--- config.mk ---
export PLATFORM = sky130hd
export DESIGN_NAME = wb_fuzz_bridge_v2_flat
export DESIGN_NICKNAME = d
export VERILOG_FILES = /design/src/rtl/wb_fuzz_bridge_v2_if.sv /design/src/rtl/wb_fuzz_bridge_v2.sv /design/src/flat_wrapper.sv
export SDC_FILE = /design/constraint.sdc
export NUM_CORES = 2
export LEC_CHECK = 0
export ABC_AREA = 1
export CAP_MARGIN = 20
export CORE_AREA = 2 2 523 525
export CTS_BUF_LIST = sky130_fd_sc_hd__clkbuf_4
export DETAILED_ROUTE_END_ITERATION = 16
export DIE_AREA = 0 0 525 527
export SYNTH_ARGS = -nofsm -noshare
export SYNTH_HDL_FRONTEND = slang
export SYNTH_SLANG_ARGS = --single-unit
--- constraint.sdc ---
create_clock -name clk -period 70.6 [get_ports clk]
set_input_delay 21.18 -clock clk [delete_from_list [all_inputs] [get_ports clk]]
set_output_delay 21.18 -clock clk [all_outputs]
set_load 0.03 [all_outputs]
--- src/rtl/wb_fuzz_bridge_v2_if.sv ---
// Bus bundle for the fuzzer bridge: Wishbone master side, Wishbone slave side and
// the fuzzer command/report side. The "master" modport is the bridge's own view.
interface wb_fuzz_bridge_v2_if #(
    parameter int ADDR_WIDTH = 32,
    parameter int DATA_WIDTH = 32,
    parameter int MAX_BURST  = 8
);
    localparam int SW = DATA_WIDTH / 8;
    localparam int EW = MAX_BURST * DATA_WIDTH;
    localparam int LW = $clog2(MAX_BURST + 1);

    logic                  wbm_cyc_o, wbm_stb_o, wbm_we_o;
    logic [ADDR_WIDTH-1:0] wbm_adr_o;
    logic [DATA_WIDTH-1:0] wbm_dat_o;
    logic [SW-1:0]         wbm_sel_o;
    logic [2:0]            wbm_cti_o;
    logic [1:0]            wbm_bte_o;
    logic [DATA_WIDTH-1:0] wbm_dat_i;
    logic                  wbm_ack_i, wbm_err_i;

    logic                  wbs_cyc_i, wbs_stb_i, wbs_we_i;
    logic [ADDR_WIDTH-1:0] wbs_adr_i;
    logic [DATA_WIDTH-1:0] wbs_dat_i;
    logic [SW-1:0]         wbs_sel_i;
    logic [2:0]            wbs_cti_i;
    logic [DATA_WIDTH-1:0] wbs_dat_o;
    logic                  wbs_ack_o, wbs_err_o;

    // Command handshake: a command is taken on any clock edge where ext_m_req and
    // ext_m_ready are both high; ext_m_done/ext_s_valid are single-cycle pulses
    // with no back-pressure, their payloads hold until the next pulse.
    logic                  ext_m_req, ext_m_ready, ext_m_we;
    logic [ADDR_WIDTH-1:0] ext_m_addr;
    logic [LW-1:0]         ext_m_len;
    logic [SW-1:0]         ext_m_sel;
    logic [EW-1:0]         ext_m_wdata, ext_m_rdata;
    logic                  ext_m_done, ext_m_err;
    logic [LW-1:0]         ext_m_beats;
    logic [EW-1:0]         ext_s_rdata;
    logic                  ext_s_valid, ext_s_we;
    logic [ADDR_WIDTH-1:0] ext_s_addr;
    logic [LW-1:0]         ext_s_len;
    logic [EW-1:0]         ext_s_wdata;

    modport master (
        output wbm_cyc_o, wbm_stb_o, wbm_we_o, wbm_adr_o, wbm_dat_o, wbm_sel_o, wbm_cti_o, wbm_bte_o,
        input  wbm_dat_i, wbm_ack_i, wbm_err_i,
        input  wbs_cyc_i, wbs_stb_i, wbs_we_i, wbs_adr_i, wbs_dat_i, wbs_sel_i, wbs_cti_i,
        output wbs_dat_o, wbs_ack_o, wbs_err_o,
        input  ext_m_req, ext_m_we, ext_m_addr, ext_m_len, ext_m_sel, ext_m_wdata, ext_s_rdata,
        output ext_m_ready, ext_m_rdata, ext_m_done, ext_m_err, ext_m_beats,
        output ext_s_valid, ext_s_we, ext_s_addr, ext_s_len, ext_s_wdata
    );

    modport slave (
        input  wbm_cyc_o, wbm_stb_o, wbm_we_o, wbm_adr_o, wbm_dat_o, wbm_sel_o, wbm_cti_o, wbm_bte_o,
        output wbm_dat_i, wbm_ack_i, wbm_err_i,
        output wbs_cyc_i, wbs_stb_i, wbs_we_i, wbs_adr_i, wbs_dat_i, wbs_sel_i, wbs_cti_i,
        input  wbs_dat_o, wbs_ack_o, wbs_err_o,
        output ext_m_req, ext_m_we, ext_m_addr, ext_m_len, ext_m_sel, ext_m_wdata, ext_s_rdata,
        input  ext_m_ready, ext_m_rdata, ext_m_done, ext_m_err, ext_m_beats,
        input  ext_s_valid, ext_s_we, ext_s_addr, ext_s_len, ext_s_wdata
    );
endinterface

--- src/rtl/wb_fuzz_bridge_v2.sv ---
// Dual-role Wishbone B4 bridge: fuzzer-driven burst master with timeout watchdog,
// plus a burst slave that captures DUT transactions and reports them to the fuzzer.
module wb_fuzz_bridge_v2 #(
    parameter int ADDR_WIDTH     = 32,
    parameter int DATA_WIDTH     = 32,
    parameter int MAX_BURST      = 8,
    parameter int TIMEOUT_CYCLES = 256
) (
    input  logic                      clk,
    input  logic                      rst,
    wb_fuzz_bridge_v2_if.master       bus,
    output logic [1:0]                o_dbg_m_state,
    output logic [1:0]                o_dbg_s_state
);
    localparam int SW = DATA_WIDTH / 8;
    localparam int EW = MAX_BURST * DATA_WIDTH;
    localparam int LW = $clog2(MAX_BURST + 1);
    localparam int TW = $clog2(TIMEOUT_CYCLES + 1);
    localparam logic [LW-1:0] MAX_LEN = LW'(MAX_BURST);
    localparam logic [TW-1:0] TO_LAST = TW'(TIMEOUT_CYCLES - 1);

    typedef enum logic [1:0] {M_IDLE = 2'd0, M_BUS = 2'd1, M_DONE = 2'd2} m_state_t;
    typedef enum logic [1:0] {S_IDLE = 2'd0, S_ACTIVE = 2'd1, S_REPORT = 2'd2} s_state_t;

    m_state_t              r_m_state, w_m_next;
    logic                  r_m_we;
    logic [ADDR_WIDTH-1:0] r_m_adr;
    logic [LW-1:0]         r_m_len, r_m_idx, w_m_len_clamped;
    logic [SW-1:0]         r_m_sel;
    logic [EW-1:0]         r_m_wdata, r_m_rbuf, w_m_rbuf_next;
    logic [TW-1:0]         r_m_tcnt;
    logic [EW-1:0]         r_m_out_rdata;
    logic                  r_m_out_err;
    logic [LW-1:0]         r_m_out_beats;
    logic                  w_m_busy, w_m_last, w_m_ack, w_m_abort;

    always_comb begin
        w_m_len_clamped = bus.ext_m_len;
        if (bus.ext_m_len == '0)
            w_m_len_clamped = LW'(1);
        else if (bus.ext_m_len > MAX_LEN)
            w_m_len_clamped = MAX_LEN;
    end

    always_ff @(posedge clk or posedge rst) begin
        if (rst) r_m_state <= M_IDLE;
        else     r_m_state <= w_m_next;
    end

    always_comb begin
        w_m_next  = r_m_state;
        w_m_busy  = 1'b0;
        w_m_ack   = 1'b0;
        w_m_abort = 1'b0;
        w_m_last  = (r_m_idx == r_m_len - LW'(1));
        case (r_m_state)
            M_IDLE: if (bus.ext_m_req) w_m_next = M_BUS;
            M_BUS: begin
                w_m_busy = 1'b1;
                // ERR beats ACK; an ACK in the last watchdog cycle still counts.
                w_m_abort = bus.wbm_err_i || (!bus.wbm_ack_i && r_m_tcnt == TO_LAST);
                w_m_ack   = bus.wbm_ack_i && !bus.wbm_err_i;
                if (w_m_abort || (w_m_ack && w_m_last)) w_m_next = M_DONE;
            end
            M_DONE:  w_m_next = M_IDLE;
            default: w_m_next = M_IDLE;
        endcase
    end

    always_comb begin
        w_m_rbuf_next = r_m_rbuf;
        if (w_m_ack && !r_m_we) begin
            for (int i = 0; i < MAX_BURST; i++)
                if (r_m_idx == LW'(i)) w_m_rbuf_next[i*DATA_WIDTH +: DATA_WIDTH] = bus.wbm_dat_i;
        end
    end

    always_ff @(posedge clk or posedge rst) begin
        if (rst) begin
            r_m_we        <= 1'b0;
            r_m_adr       <= '0;
            r_m_len       <= '0;
            r_m_idx       <= '0;
            r_m_sel       <= '1;
            r_m_wdata     <= '0;
            r_m_rbuf      <= '0;
            r_m_tcnt      <= '0;
            r_m_out_rdata <= '0;
            r_m_out_err   <= 1'b0;
            r_m_out_beats <= '0;
        end else begin
            case (r_m_state)
                M_IDLE: if (bus.ext_m_req) begin
                    r_m_we    <= bus.ext_m_we;
                    r_m_adr   <= bus.ext_m_addr;
                    r_m_len   <= w_m_len_clamped;
                    r_m_sel   <= bus.ext_m_sel;
                    r_m_wdata <= bus.ext_m_wdata;
                    r_m_rbuf  <= '0;
                    r_m_idx   <= '0;
                    r_m_tcnt  <= '0;
                end
                M_BUS: begin
                    if (w_m_abort) begin
                        r_m_out_err   <= 1'b1;
                        r_m_out_beats <= r_m_idx;
                        r_m_out_rdata <= r_m_rbuf;
                    end else if (w_m_ack) begin
                        r_m_rbuf  <= w_m_rbuf_next;
                        r_m_idx   <= r_m_idx + LW'(1);
                        r_m_adr   <= r_m_adr + ADDR_WIDTH'(SW);
                        // Current write beat always sits in the low word.
                        r_m_wdata <= r_m_wdata >> DATA_WIDTH;
                        r_m_tcnt  <= '0;
                        if (w_m_last) begin
                            r_m_out_err   <= 1'b0;
                            r_m_out_beats <= r_m_idx + LW'(1);
                            r_m_out_rdata <= w_m_rbuf_next;
                        end
                    end else begin
                        r_m_tcnt <= r_m_tcnt + TW'(1);
                    end
                end
                default: ;
            endcase
        end
    end

    assign bus.wbm_cyc_o   = w_m_busy;
    assign bus.wbm_stb_o   = w_m_busy;
    assign bus.wbm_we_o    = w_m_busy & r_m_we;
    assign bus.wbm_adr_o   = r_m_adr;
    assign bus.wbm_dat_o   = r_m_wdata[DATA_WIDTH-1:0];
    assign bus.wbm_sel_o   = r_m_sel;
    assign bus.wbm_cti_o   = w_m_busy ? (w_m_last ? 3'b111 : 3'b010) : 3'b000;
    assign bus.wbm_bte_o   = 2'b00;
    assign bus.ext_m_ready = (r_m_state == M_IDLE);
    assign bus.ext_m_done  = (r_m_state == M_DONE);
    assign bus.ext_m_err   = r_m_out_err;
    assign bus.ext_m_beats = r_m_out_beats;
    assign bus.ext_m_rdata = r_m_out_rdata;
    assign o_dbg_m_state   = r_m_state;

    s_state_t              r_s_state, w_s_next;
    logic                  r_s_ack, r_s_err, r_s_we;
    logic [ADDR_WIDTH-1:0] r_s_adr;
    logic [LW-1:0]         r_s_idx, w_s_idx;
    logic [EW-1:0]         r_s_cap, w_s_cap_next;
    logic [DATA_WIDTH-1:0] r_s_dat;
    logic                  r_s_out_we;
    logic [ADDR_WIDTH-1:0] r_s_out_adr;
    logic [LW-1:0]         r_s_out_len;
    logic [EW-1:0]         r_s_out_wdata;
    logic                  w_s_first, w_s_we, w_s_accept, w_s_over, w_s_end;

    always_ff @(posedge clk or posedge rst) begin
        if (rst) r_s_state <= S_IDLE;
        else     r_s_state <= w_s_next;
    end

    always_comb begin
        w_s_next     = r_s_state;
        w_s_first    = (r_s_state == S_IDLE);
        w_s_idx      = w_s_first ? '0 : r_s_idx;
        w_s_we       = w_s_first ? bus.wbs_we_i : r_s_we;
        w_s_accept   = bus.wbs_cyc_i && bus.wbs_stb_i && !r_s_ack && !r_s_err
                       && (r_s_state != S_REPORT);
        w_s_over     = (w_s_idx == MAX_LEN);
        w_s_end      = (bus.wbs_cti_i == 3'b000) || (bus.wbs_cti_i == 3'b111);
        w_s_cap_next = w_s_first ? '0 : r_s_cap;
        if (w_s_accept && !w_s_over && w_s_we) begin
            for (int i = 0; i < MAX_BURST; i++)
                for (int b = 0; b < SW; b++)
                    if (w_s_idx == LW'(i) && bus.wbs_sel_i[b])
                        w_s_cap_next[i*DATA_WIDTH + b*8 +: 8] = bus.wbs_dat_i[b*8 +: 8];
        end
        case (r_s_state)
            S_IDLE:   if (w_s_accept) w_s_next = w_s_end ? S_REPORT : S_ACTIVE;
            S_ACTIVE: begin
                if (w_s_accept)         w_s_next = (w_s_over || w_s_end) ? S_REPORT : S_ACTIVE;
                else if (!bus.wbs_cyc_i) w_s_next = S_REPORT;
            end
            S_REPORT: w_s_next = S_IDLE;
            default:  w_s_next = S_IDLE;
        endcase
    end

    always_ff @(posedge clk or posedge rst) begin
        if (rst) begin
            r_s_ack       <= 1'b0;
            r_s_err       <= 1'b0;
            r_s_we        <= 1'b0;
            r_s_adr       <= '0;
            r_s_idx       <= '0;
            r_s_cap       <= '0;
            r_s_dat       <= '0;
            r_s_out_we    <= 1'b0;
            r_s_out_adr   <= '0;
            r_s_out_len   <= '0;
            r_s_out_wdata <= '0;
        end else begin
            r_s_ack <= 1'b0;
            r_s_err <= 1'b0;
            if (w_s_accept) begin
                if (w_s_first) begin
                    r_s_we  <= bus.wbs_we_i;
                    r_s_adr <= bus.wbs_adr_i;
                end
                r_s_cap <= w_s_cap_next;
                if (w_s_over) begin
                    r_s_err <= 1'b1;
                end else begin
                    r_s_ack <= 1'b1;
                    r_s_idx <= w_s_idx + LW'(1);
                    if (!w_s_we) begin
                        for (int i = 0; i < MAX_BURST; i++)
                            if (w_s_idx == LW'(i)) r_s_dat <= bus.ext_s_rdata[i*DATA_WIDTH +: DATA_WIDTH];
                    end
                end
            end
            // Report payload is loaded on the edge that enters S_REPORT.
            if (w_s_next == S_REPORT && r_s_state != S_REPORT) begin
                r_s_out_we    <= w_s_we;
                r_s_out_adr   <= w_s_first ? bus.wbs_adr_i : r_s_adr;
                r_s_out_wdata <= w_s_cap_next;
                r_s_out_len   <= w_s_over ? MAX_LEN : (w_s_accept ? w_s_idx + LW'(1) : r_s_idx);
            end
        end
    end

    assign bus.wbs_ack_o   = r_s_ack;
    assign bus.wbs_err_o   = r_s_err;
    assign bus.wbs_dat_o   = r_s_dat;
    assign bus.ext_s_valid = (r_s_state == S_REPORT);
    assign bus.ext_s_we    = r_s_out_we;
    assign bus.ext_s_addr  = r_s_out_adr;
    assign bus.ext_s_len   = r_s_out_len;
    assign bus.ext_s_wdata = r_s_out_wdata;
    assign o_dbg_s_state   = r_s_state;
endmodule

--- src/flat_wrapper.sv ---
// flat-port wrapper written by rule: the top's interface ports become plain ports
module wb_fuzz_bridge_v2_flat 
#(
    parameter int ADDR_WIDTH     = 32,
    parameter int DATA_WIDTH     = 32,
    parameter int MAX_BURST      = 8,
    parameter int TIMEOUT_CYCLES = 256
)
  (clk, rst, o_dbg_m_state, o_dbg_s_state, bus_wbm_cyc_o, bus_wbm_stb_o, bus_wbm_we_o, bus_wbm_adr_o, bus_wbm_dat_o, bus_wbm_sel_o, bus_wbm_cti_o, bus_wbm_bte_o, bus_wbm_dat_i, bus_wbm_ack_i, bus_wbm_err_i, bus_wbs_cyc_i, bus_wbs_stb_i, bus_wbs_we_i, bus_wbs_adr_i, bus_wbs_dat_i, bus_wbs_sel_i, bus_wbs_cti_i, bus_wbs_dat_o, bus_wbs_ack_o, bus_wbs_err_o, bus_ext_m_req, bus_ext_m_we, bus_ext_m_addr, bus_ext_m_len, bus_ext_m_sel, bus_ext_m_wdata, bus_ext_s_rdata, bus_ext_m_ready, bus_ext_m_rdata, bus_ext_m_done, bus_ext_m_err, bus_ext_m_beats, bus_ext_s_valid, bus_ext_s_we, bus_ext_s_addr, bus_ext_s_len, bus_ext_s_wdata);
  wb_fuzz_bridge_v2_if #(.ADDR_WIDTH(ADDR_WIDTH), .DATA_WIDTH(DATA_WIDTH), .MAX_BURST(MAX_BURST)) bus_i ();
  input  logic clk;
  input  logic rst;
  output logic [1:0] o_dbg_m_state;
  output logic [1:0] o_dbg_s_state;
  output wire logic [$bits(bus_i.wbm_cyc_o)-1:0] bus_wbm_cyc_o;
  output wire logic [$bits(bus_i.wbm_stb_o)-1:0] bus_wbm_stb_o;
  output wire logic [$bits(bus_i.wbm_we_o)-1:0] bus_wbm_we_o;
  output wire logic [$bits(bus_i.wbm_adr_o)-1:0] bus_wbm_adr_o;
  output wire logic [$bits(bus_i.wbm_dat_o)-1:0] bus_wbm_dat_o;
  output wire logic [$bits(bus_i.wbm_sel_o)-1:0] bus_wbm_sel_o;
  output wire logic [$bits(bus_i.wbm_cti_o)-1:0] bus_wbm_cti_o;
  output wire logic [$bits(bus_i.wbm_bte_o)-1:0] bus_wbm_bte_o;
  input wire logic [$bits(bus_i.wbm_dat_i)-1:0] bus_wbm_dat_i;
  input wire logic [$bits(bus_i.wbm_ack_i)-1:0] bus_wbm_ack_i;
  input wire logic [$bits(bus_i.wbm_err_i)-1:0] bus_wbm_err_i;
  input wire logic [$bits(bus_i.wbs_cyc_i)-1:0] bus_wbs_cyc_i;
  input wire logic [$bits(bus_i.wbs_stb_i)-1:0] bus_wbs_stb_i;
  input wire logic [$bits(bus_i.wbs_we_i)-1:0] bus_wbs_we_i;
  input wire logic [$bits(bus_i.wbs_adr_i)-1:0] bus_wbs_adr_i;
  input wire logic [$bits(bus_i.wbs_dat_i)-1:0] bus_wbs_dat_i;
  input wire logic [$bits(bus_i.wbs_sel_i)-1:0] bus_wbs_sel_i;
  input wire logic [$bits(bus_i.wbs_cti_i)-1:0] bus_wbs_cti_i;
  output wire logic [$bits(bus_i.wbs_dat_o)-1:0] bus_wbs_dat_o;
  output wire logic [$bits(bus_i.wbs_ack_o)-1:0] bus_wbs_ack_o;
  output wire logic [$bits(bus_i.wbs_err_o)-1:0] bus_wbs_err_o;
  input wire logic [$bits(bus_i.ext_m_req)-1:0] bus_ext_m_req;
  input wire logic [$bits(bus_i.ext_m_we)-1:0] bus_ext_m_we;
  input wire logic [$bits(bus_i.ext_m_addr)-1:0] bus_ext_m_addr;
  input wire logic [$bits(bus_i.ext_m_len)-1:0] bus_ext_m_len;
  input wire logic [$bits(bus_i.ext_m_sel)-1:0] bus_ext_m_sel;
  input wire logic [$bits(bus_i.ext_m_wdata)-1:0] bus_ext_m_wdata;
  input wire logic [$bits(bus_i.ext_s_rdata)-1:0] bus_ext_s_rdata;
  output wire logic [$bits(bus_i.ext_m_ready)-1:0] bus_ext_m_ready;
  output wire logic [$bits(bus_i.ext_m_rdata)-1:0] bus_ext_m_rdata;
  output wire logic [$bits(bus_i.ext_m_done)-1:0] bus_ext_m_done;
  output wire logic [$bits(bus_i.ext_m_err)-1:0] bus_ext_m_err;
  output wire logic [$bits(bus_i.ext_m_beats)-1:0] bus_ext_m_beats;
  output wire logic [$bits(bus_i.ext_s_valid)-1:0] bus_ext_s_valid;
  output wire logic [$bits(bus_i.ext_s_we)-1:0] bus_ext_s_we;
  output wire logic [$bits(bus_i.ext_s_addr)-1:0] bus_ext_s_addr;
  output wire logic [$bits(bus_i.ext_s_len)-1:0] bus_ext_s_len;
  output wire logic [$bits(bus_i.ext_s_wdata)-1:0] bus_ext_s_wdata;
  assign bus_wbm_cyc_o = bus_i.wbm_cyc_o;
  assign bus_wbm_stb_o = bus_i.wbm_stb_o;
  assign bus_wbm_we_o = bus_i.wbm_we_o;
  assign bus_wbm_adr_o = bus_i.wbm_adr_o;
  assign bus_wbm_dat_o = bus_i.wbm_dat_o;
  assign bus_wbm_sel_o = bus_i.wbm_sel_o;
  assign bus_wbm_cti_o = bus_i.wbm_cti_o;
  assign bus_wbm_bte_o = bus_i.wbm_bte_o;
  assign bus_i.wbm_dat_i = bus_wbm_dat_i;
  assign bus_i.wbm_ack_i = bus_wbm_ack_i;
  assign bus_i.wbm_err_i = bus_wbm_err_i;
  assign bus_i.wbs_cyc_i = bus_wbs_cyc_i;
  assign bus_i.wbs_stb_i = bus_wbs_stb_i;
  assign bus_i.wbs_we_i = bus_wbs_we_i;
  assign bus_i.wbs_adr_i = bus_wbs_adr_i;
  assign bus_i.wbs_dat_i = bus_wbs_dat_i;
  assign bus_i.wbs_sel_i = bus_wbs_sel_i;
  assign bus_i.wbs_cti_i = bus_wbs_cti_i;
  assign bus_wbs_dat_o = bus_i.wbs_dat_o;
  assign bus_wbs_ack_o = bus_i.wbs_ack_o;
  assign bus_wbs_err_o = bus_i.wbs_err_o;
  assign bus_i.ext_m_req = bus_ext_m_req;
  assign bus_i.ext_m_we = bus_ext_m_we;
  assign bus_i.ext_m_addr = bus_ext_m_addr;
  assign bus_i.ext_m_len = bus_ext_m_len;
  assign bus_i.ext_m_sel = bus_ext_m_sel;
  assign bus_i.ext_m_wdata = bus_ext_m_wdata;
  assign bus_i.ext_s_rdata = bus_ext_s_rdata;
  assign bus_ext_m_ready = bus_i.ext_m_ready;
  assign bus_ext_m_rdata = bus_i.ext_m_rdata;
  assign bus_ext_m_done = bus_i.ext_m_done;
  assign bus_ext_m_err = bus_i.ext_m_err;
  assign bus_ext_m_beats = bus_i.ext_m_beats;
  assign bus_ext_s_valid = bus_i.ext_s_valid;
  assign bus_ext_s_we = bus_i.ext_s_we;
  assign bus_ext_s_addr = bus_i.ext_s_addr;
  assign bus_ext_s_len = bus_i.ext_s_len;
  assign bus_ext_s_wdata = bus_i.ext_s_wdata;
  wb_fuzz_bridge_v2 #(.ADDR_WIDTH(ADDR_WIDTH), .DATA_WIDTH(DATA_WIDTH), .MAX_BURST(MAX_BURST), .TIMEOUT_CYCLES(TIMEOUT_CYCLES)) u_core (.clk(clk), .rst(rst), .bus(bus_i), .o_dbg_m_state(o_dbg_m_state), .o_dbg_s_state(o_dbg_s_state));
endmodule
# Yosys cells after proc, flatten, opt, wreduce, memory -nomap -nowiden
# Index checks and enable logic that the tools add are counted.
# word_totals
reg_bits,1451
in_bits,664
out_inout_bits,671
word_cells,236
# classes
addsub,5
magnitude_cmp,1
eq_ne,28
muxes,105
bitwise_logic,3
n_reduce_logical,70
# op_table
cell,n
two-way mux 256 bit,12
one-hot mux 256 bit (2 select lines),2
two-way mux 32 bit,20
two-way mux 8 bit,32
one-hot mux 32 bit (2 select lines),1
two-way mux 4 bit,11
logical AND 1 bit,43
"adder 32 x 3 -> 32 bit, second input constant",1
"equality test 4 x 3 -> 1 bit, second input constant",8
two-way mux 9 bit,3
one-hot mux 9 bit (2 select lines),1
"equality test 4 x 2 -> 1 bit, second input constant",4
two-way mux 2 bit,7
logical NOT 4 bit,3
two-way mux 1 bit,11
"adder 9 x 1 -> 9 bit, second input constant",1
"equality test 9 x 8 -> 1 bit, second input constant",1
"adder 4 x 1 -> 4 bit, second input constant",2
"equality test 4 x 1 -> 1 bit, second input constant",2
one-hot mux 2 bit (2 select lines),2
one-hot mux 4 bit (2 select lines),1
AND reduction 4 bit,2
nonzero test 8 bit,1
"equality test 2 bit, second input constant",3
18 further kinds,38

# Longest topological paths before layout
# logic_depth
ltp_word,11
mapped_depth,19
depth_no_buf,16

# Worst setup path before layout
# Ideal clock, no wire load.
# synth_path
kind,reg-to-output
from,reg u_core.r_m_state[0] (netlist: u_core.o_dbg_m_state[0])
to,out bus_wbm_cti_o[1]
arrival_time_ns,1.904
required_ns,49.420
slack_ns,47.516
stages_incl_launch_ff,6
path_buffers,3
path_cell_list,dfrtp_1 inv_1 nor2_1 clkbuf_1 clkbuf_1 buf_4
# synth_via
elab_chain_cells,3
# synth_rtl
item,line,rtl
"start, declared",wb_fuzz_bridge_v2.sv:25,"m_state_t r_m_state, w_m_next;"
"start signal, assigned",wb_fuzz_bridge_v2.sv:47,else r_m_state <= w_m_next;
equality test 2 x 1 -> 1 bit,wb_fuzz_bridge_v2.sv:56,case (r_m_state)
two-way mux 1 bit,wb_fuzz_bridge_v2.sv:56,
net bus_wbm_cyc_o,flat_wrapper.sv:15,output wire logic [$bits(bus_i.wbm_cyc_o)-1:0] bus_wbm_cyc_o;
two-way mux 3 bit,wb_fuzz_bridge_v2.sv:135,assign bus.wbm_cti_o = w_m_busy ? (w_m_last ? 3'b111 : 3'b010) : 3'b000;
"end, declared",flat_wrapper.sv:21,output wire logic [$bits(bus_i.wbm_cti_o)-1:0] bus_wbm_cti_o;
# The timed path passes the listed nets, and every way through them passes these cells.

# Worst setup path after layout
# layout_path
from,in bus_wbm_err_i
to,reg u_core.r_m_wdata[87]
# layout_via
elab_chain_cells,5
elab_cells_between_ends,8
cone_classes,2 x eq/ne; 2 x mux; 4 x reduce/logical
# layout_rtl
item,line,rtl
"start, declared",flat_wrapper.sv:25,input wire logic [$bits(bus_i.wbm_err_i)-1:0] bus_wbm_err_i;
logical NOT 1 bit,wb_fuzz_bridge_v2.sv:62,w_m_ack = bus.wbm_ack_i && !bus.wbm_err_i;
logical AND 1 bit,wb_fuzz_bridge_v2.sv:62,
two-way mux 1 bit,wb_fuzz_bridge_v2.sv:56,
inequality test 2 x 1 -> 1 bit (no source line),n/a,
AND reduction 4 bit (no source line) (*),n/a,
"end signal, assigned",wb_fuzz_bridge_v2.sv:98,r_m_wdata <= bus.ext_m_wdata;
"end signal, assigned",wb_fuzz_bridge_v2.sv:113,r_m_wdata <= r_m_wdata >> DATA_WIDTH;
"end, declared",wb_fuzz_bridge_v2.sv:30,"logic [EW-1:0] r_m_wdata, r_m_rbuf, w_m_rbuf_next;"
# Every way passes the cells marked *; elsewhere a longest branch is shown, timed or not.
# A chain may end at the register's enable or synchronous reset.

==> run_results.csv <==
group,metric,value,unit
run_status,outcome,"finished clean",
synthesis,synth_area_per_cell,8.02,um^2
route,wl_per_cell,21.4,um
synthesis,yosysWarnings,0,
synthesis,synth_edf_count,0,
synthesis,synth_seq_area_share,0.550,
critical_path,cp.arrival,26.38,ns
cells_and_area,syn2layout_area_growth,32.5,%
synthesis,synth_cell_types,48,
sta,max_freq,39.5,MHz
sta,tightest_slew,1.20,ns
synthesis,synth_top_cell_area_share,0.548,
clock_tree,clkLatencyLatePin,1.34,ns
route,drc,0,
sta,setup_viol,0,
clock_tree,cts_setup_buffers,0,
synthesis,ys_seq_elements,1451,
critical_path,crit_chain,"clkdlybuf4s50_1 -> nor2_1 -> nand2_4 -> nand2_4 -> buf_4 -> buf_12 -> buf_4 -> nor2_1 -> a31oi_1",
route,ant_nets,0,
clock_tree,cts.path.max_buffers,4,
sta,fin_crit_sh,0.359,
route,dr.pass1.iters,6,
cells_and_area,fill_cells,28600,
critical_path,cp_top_family,"buffers and inverters",
floorplan,dieHeight,527,um
sta,finalHoldViolations,0,
sta,post-route-min-period,25.33,ns
clock_tree,clock_sinks,1451,
sta,hold_ws,0.457,ns
route,drt_iter0_markers,5254,
sta,relSlewSlack,0.200,
clock_tree,cts_resized,0,
sta,slew_viol_final,0,
synthesis,synthCells,8231,
floorplan,rows,192,
pwr,powerDensity,37.2,nW/um^2
grt,grt_max_degree,241,
min_path,hold_path.class,"flop to flop",
pwr,total_power,0.00325,W
synthesis,netlist_area,66000,um^2
route,vias,61400,
floorplan,start_util,0.243,
critical_path,crit_buf_inv,4,
placement,routabilityCongestion,0.896,
floorplan,die-area,277000,um^2
critical_path,crit_type,"input port to flop",
sta,final.setup.tns,0,ns
clock_tree,ctsHoldBuffers,0,
pwr,p_leak,41.0,nW
pwr,ir_worst_vdd,0.0346,mV
cells_and_area,final_cell_mix,"nand2_1 (2,958), dfrtp_1 (1,447), clkdlybuf4s50_1 (1,332)",
synthesis,synthArstFlopShare,1.00,
synthesis,ys.flop_type,"dfrtp_1",
floorplan,boundaryPins,1335,
critical_path,cp_max_fo,240,
critical_path,crit_path_start_kind,"input port",
synthesis,synth_area_leader_cell,"dfrtp_1",
route,totalWireLength,286000,um
sta,rsz0062_at_grt,"no",
critical_path,max_stage_delay,0.88,ns
critical_path,cp_slowest_cell,"buf_4",
clock_tree,clk_transition_reported_paths,0.07,ns
synthesis,synth_area_leaders,"dfrtp_1 (55%), nand2_1 (17%), o21ai_0 (5.2%)",
clock_tree,root_buffer,"clkbuf_4",
floorplan,core_area,272000,um^2
route,via_per_inst,4.59,
grt,grt_usage,0.198,
placement,dp_hpwl,203000,um
critical_path,cp.required,71.65,ns
grt,antenna_found_initial,53,
placement,io_buffers,1332,
clock_tree,h-tree-depth,5,
sta,skew,0.183,ns
flow_run,cap_violations,0,
grt,grt_pass1_vias,58500,
cells_and_area,mostFrequentLayoutCell,"nand2_1",
clock_tree,cts_tree,"done",
grt,grt_pass1_wl,409000,um
grt,overflow,0,
cells_and_area,nets,10100,
floorplan,die_x,525,um
clock_tree,numCtsBuffers,402,
critical_path,endpoint_kind,"flop",
cells_and_area,drive_above_1_share,0.0875,
flip-flops by register name, summed over array words and instances, names as in the netlist, 32 cells and up:
signal	count
u_core.bus.ext_s_addr	32
u_core.bus.wbs_dat_o	32
u_core.bus.ext_s_wdata	256
u_core.bus.wbm_adr_o	32
u_core.bus.ext_m_rdata	256
u_core.r_m_rbuf	256
u_core.r_s_adr	32
u_core.r_m_wdata	256
u_core.r_s_cap	256
Yosys cell counts, drive strengths merged, types with 2 or more instances:
library cell  instances
buf                 221
clkbuf              375
dfrtp              1447
nor3                 14
mux2i                32
nand4                 8
nor2                725
a22o                 32
inv                 523
a31oi               228
ha                   12
nand2              2974
a21oi               309
xor2                  8
o21bai                3
o211ai                9
a22oi                 3
o21a                  2
xnor2                 7
o31ai                 2
or2                  35
o22ai               265
o21ai               714
clkinv                2
a32o                  4
nand3               258
nor4                  9
dfstp                 4
routing by layer:
metal	GRT usage	vias up	part of all wire
met4	0.0829	16	0.039
met5	0	-	0.00039
met1	0.249	29200	0.41
met2	0.316	2531	0.46
met3	0.0587	494	0.087
li1	-	29200	-
power breakdown:
group,switching [W],internal (W)
Clock,0.000391,0.000419
Sequential,0.000166,0.00104
Combinational,0.000816,0.000424
Total,0.00137,0.00188
worst paths after layout:
| kind | from | cells after the start | slack (ns) | endpoint |
|---|---|---|---|---|
| max | bus_wbm_err_i | 9 | 45.27 | u_core.r_m_wdata[87] |
| min | u_core.r_m_wdata[70] | 2 | 0.46 | u_core.r_m_wdata[38] |
| max reg2reg | u_core.o_dbg_m_state[0] | 12 | 63.84 | u_core.r_m_wdata[87] |
| min reg2reg | u_core.r_m_wdata[70] | 2 | 0.46 | u_core.r_m_wdata[38] |
| max in group asynchronous | rst | 6 | 46.31 | u_core.r_m_wdata[103] |
| min in group asynchronous | rst | 2 | 20.47 | u_core.bus.ext_m_rdata[149] |
worst register-to-register path, delay by kind of cell, from the launching register on:
family | cells | cell delay [ns]
AOI/OAI and AO/OA | 1 | 0.18
buffers and inverters | 7 | 4.39
DFF | 1 | 0.47
and+or+nand+nor | 4 | 1.58
cell type report:
type	instances	area, um^2	share of cell area
inverters	525	2000	0.0228
flip-flops and latches	1451	36300	0.415
clock buffers	620	4650	0.0532
well taps	3589	4490	0.0513
repair buffers	1410	14100	0.161
multi-input cells	5660	25300	0.289
clock inverters	89	622	0.00711
diodes	31	77.6	0.000887
through the flow:
stage	setup slack (ns)	instances	area [um^2]	utilization
2_1_floorplan	8.50	8232	66000	-
3_3_place_gp	44.19	12600	82100	0.302
3_5_place_dp	44.16	12600	82100	0.302
4_1_cts	45.50	13300	87400	0.322
5_1_grt	45.07	13400	87500	0.322
6_report	45.27	13400	87500	0.322
kinds of logic (layout without fill, tap and decap cells):
kind of cell	after synthesis	count (layout)	synth area share
adders and majority gates	12	12	0.00227
buffers and inverters	1121	2644	0.0693
AOI/OAI and AO/OA	1573	1573	0.132
muxes	32	32	0.00485
xor gates and xnor gates	15	15	0.00199
DFF	1451	1451	0.550
other	1	33	0.0000568
and+or+nand+nor	4026	4026	0.240
Power figures use the tool's default switching activity.
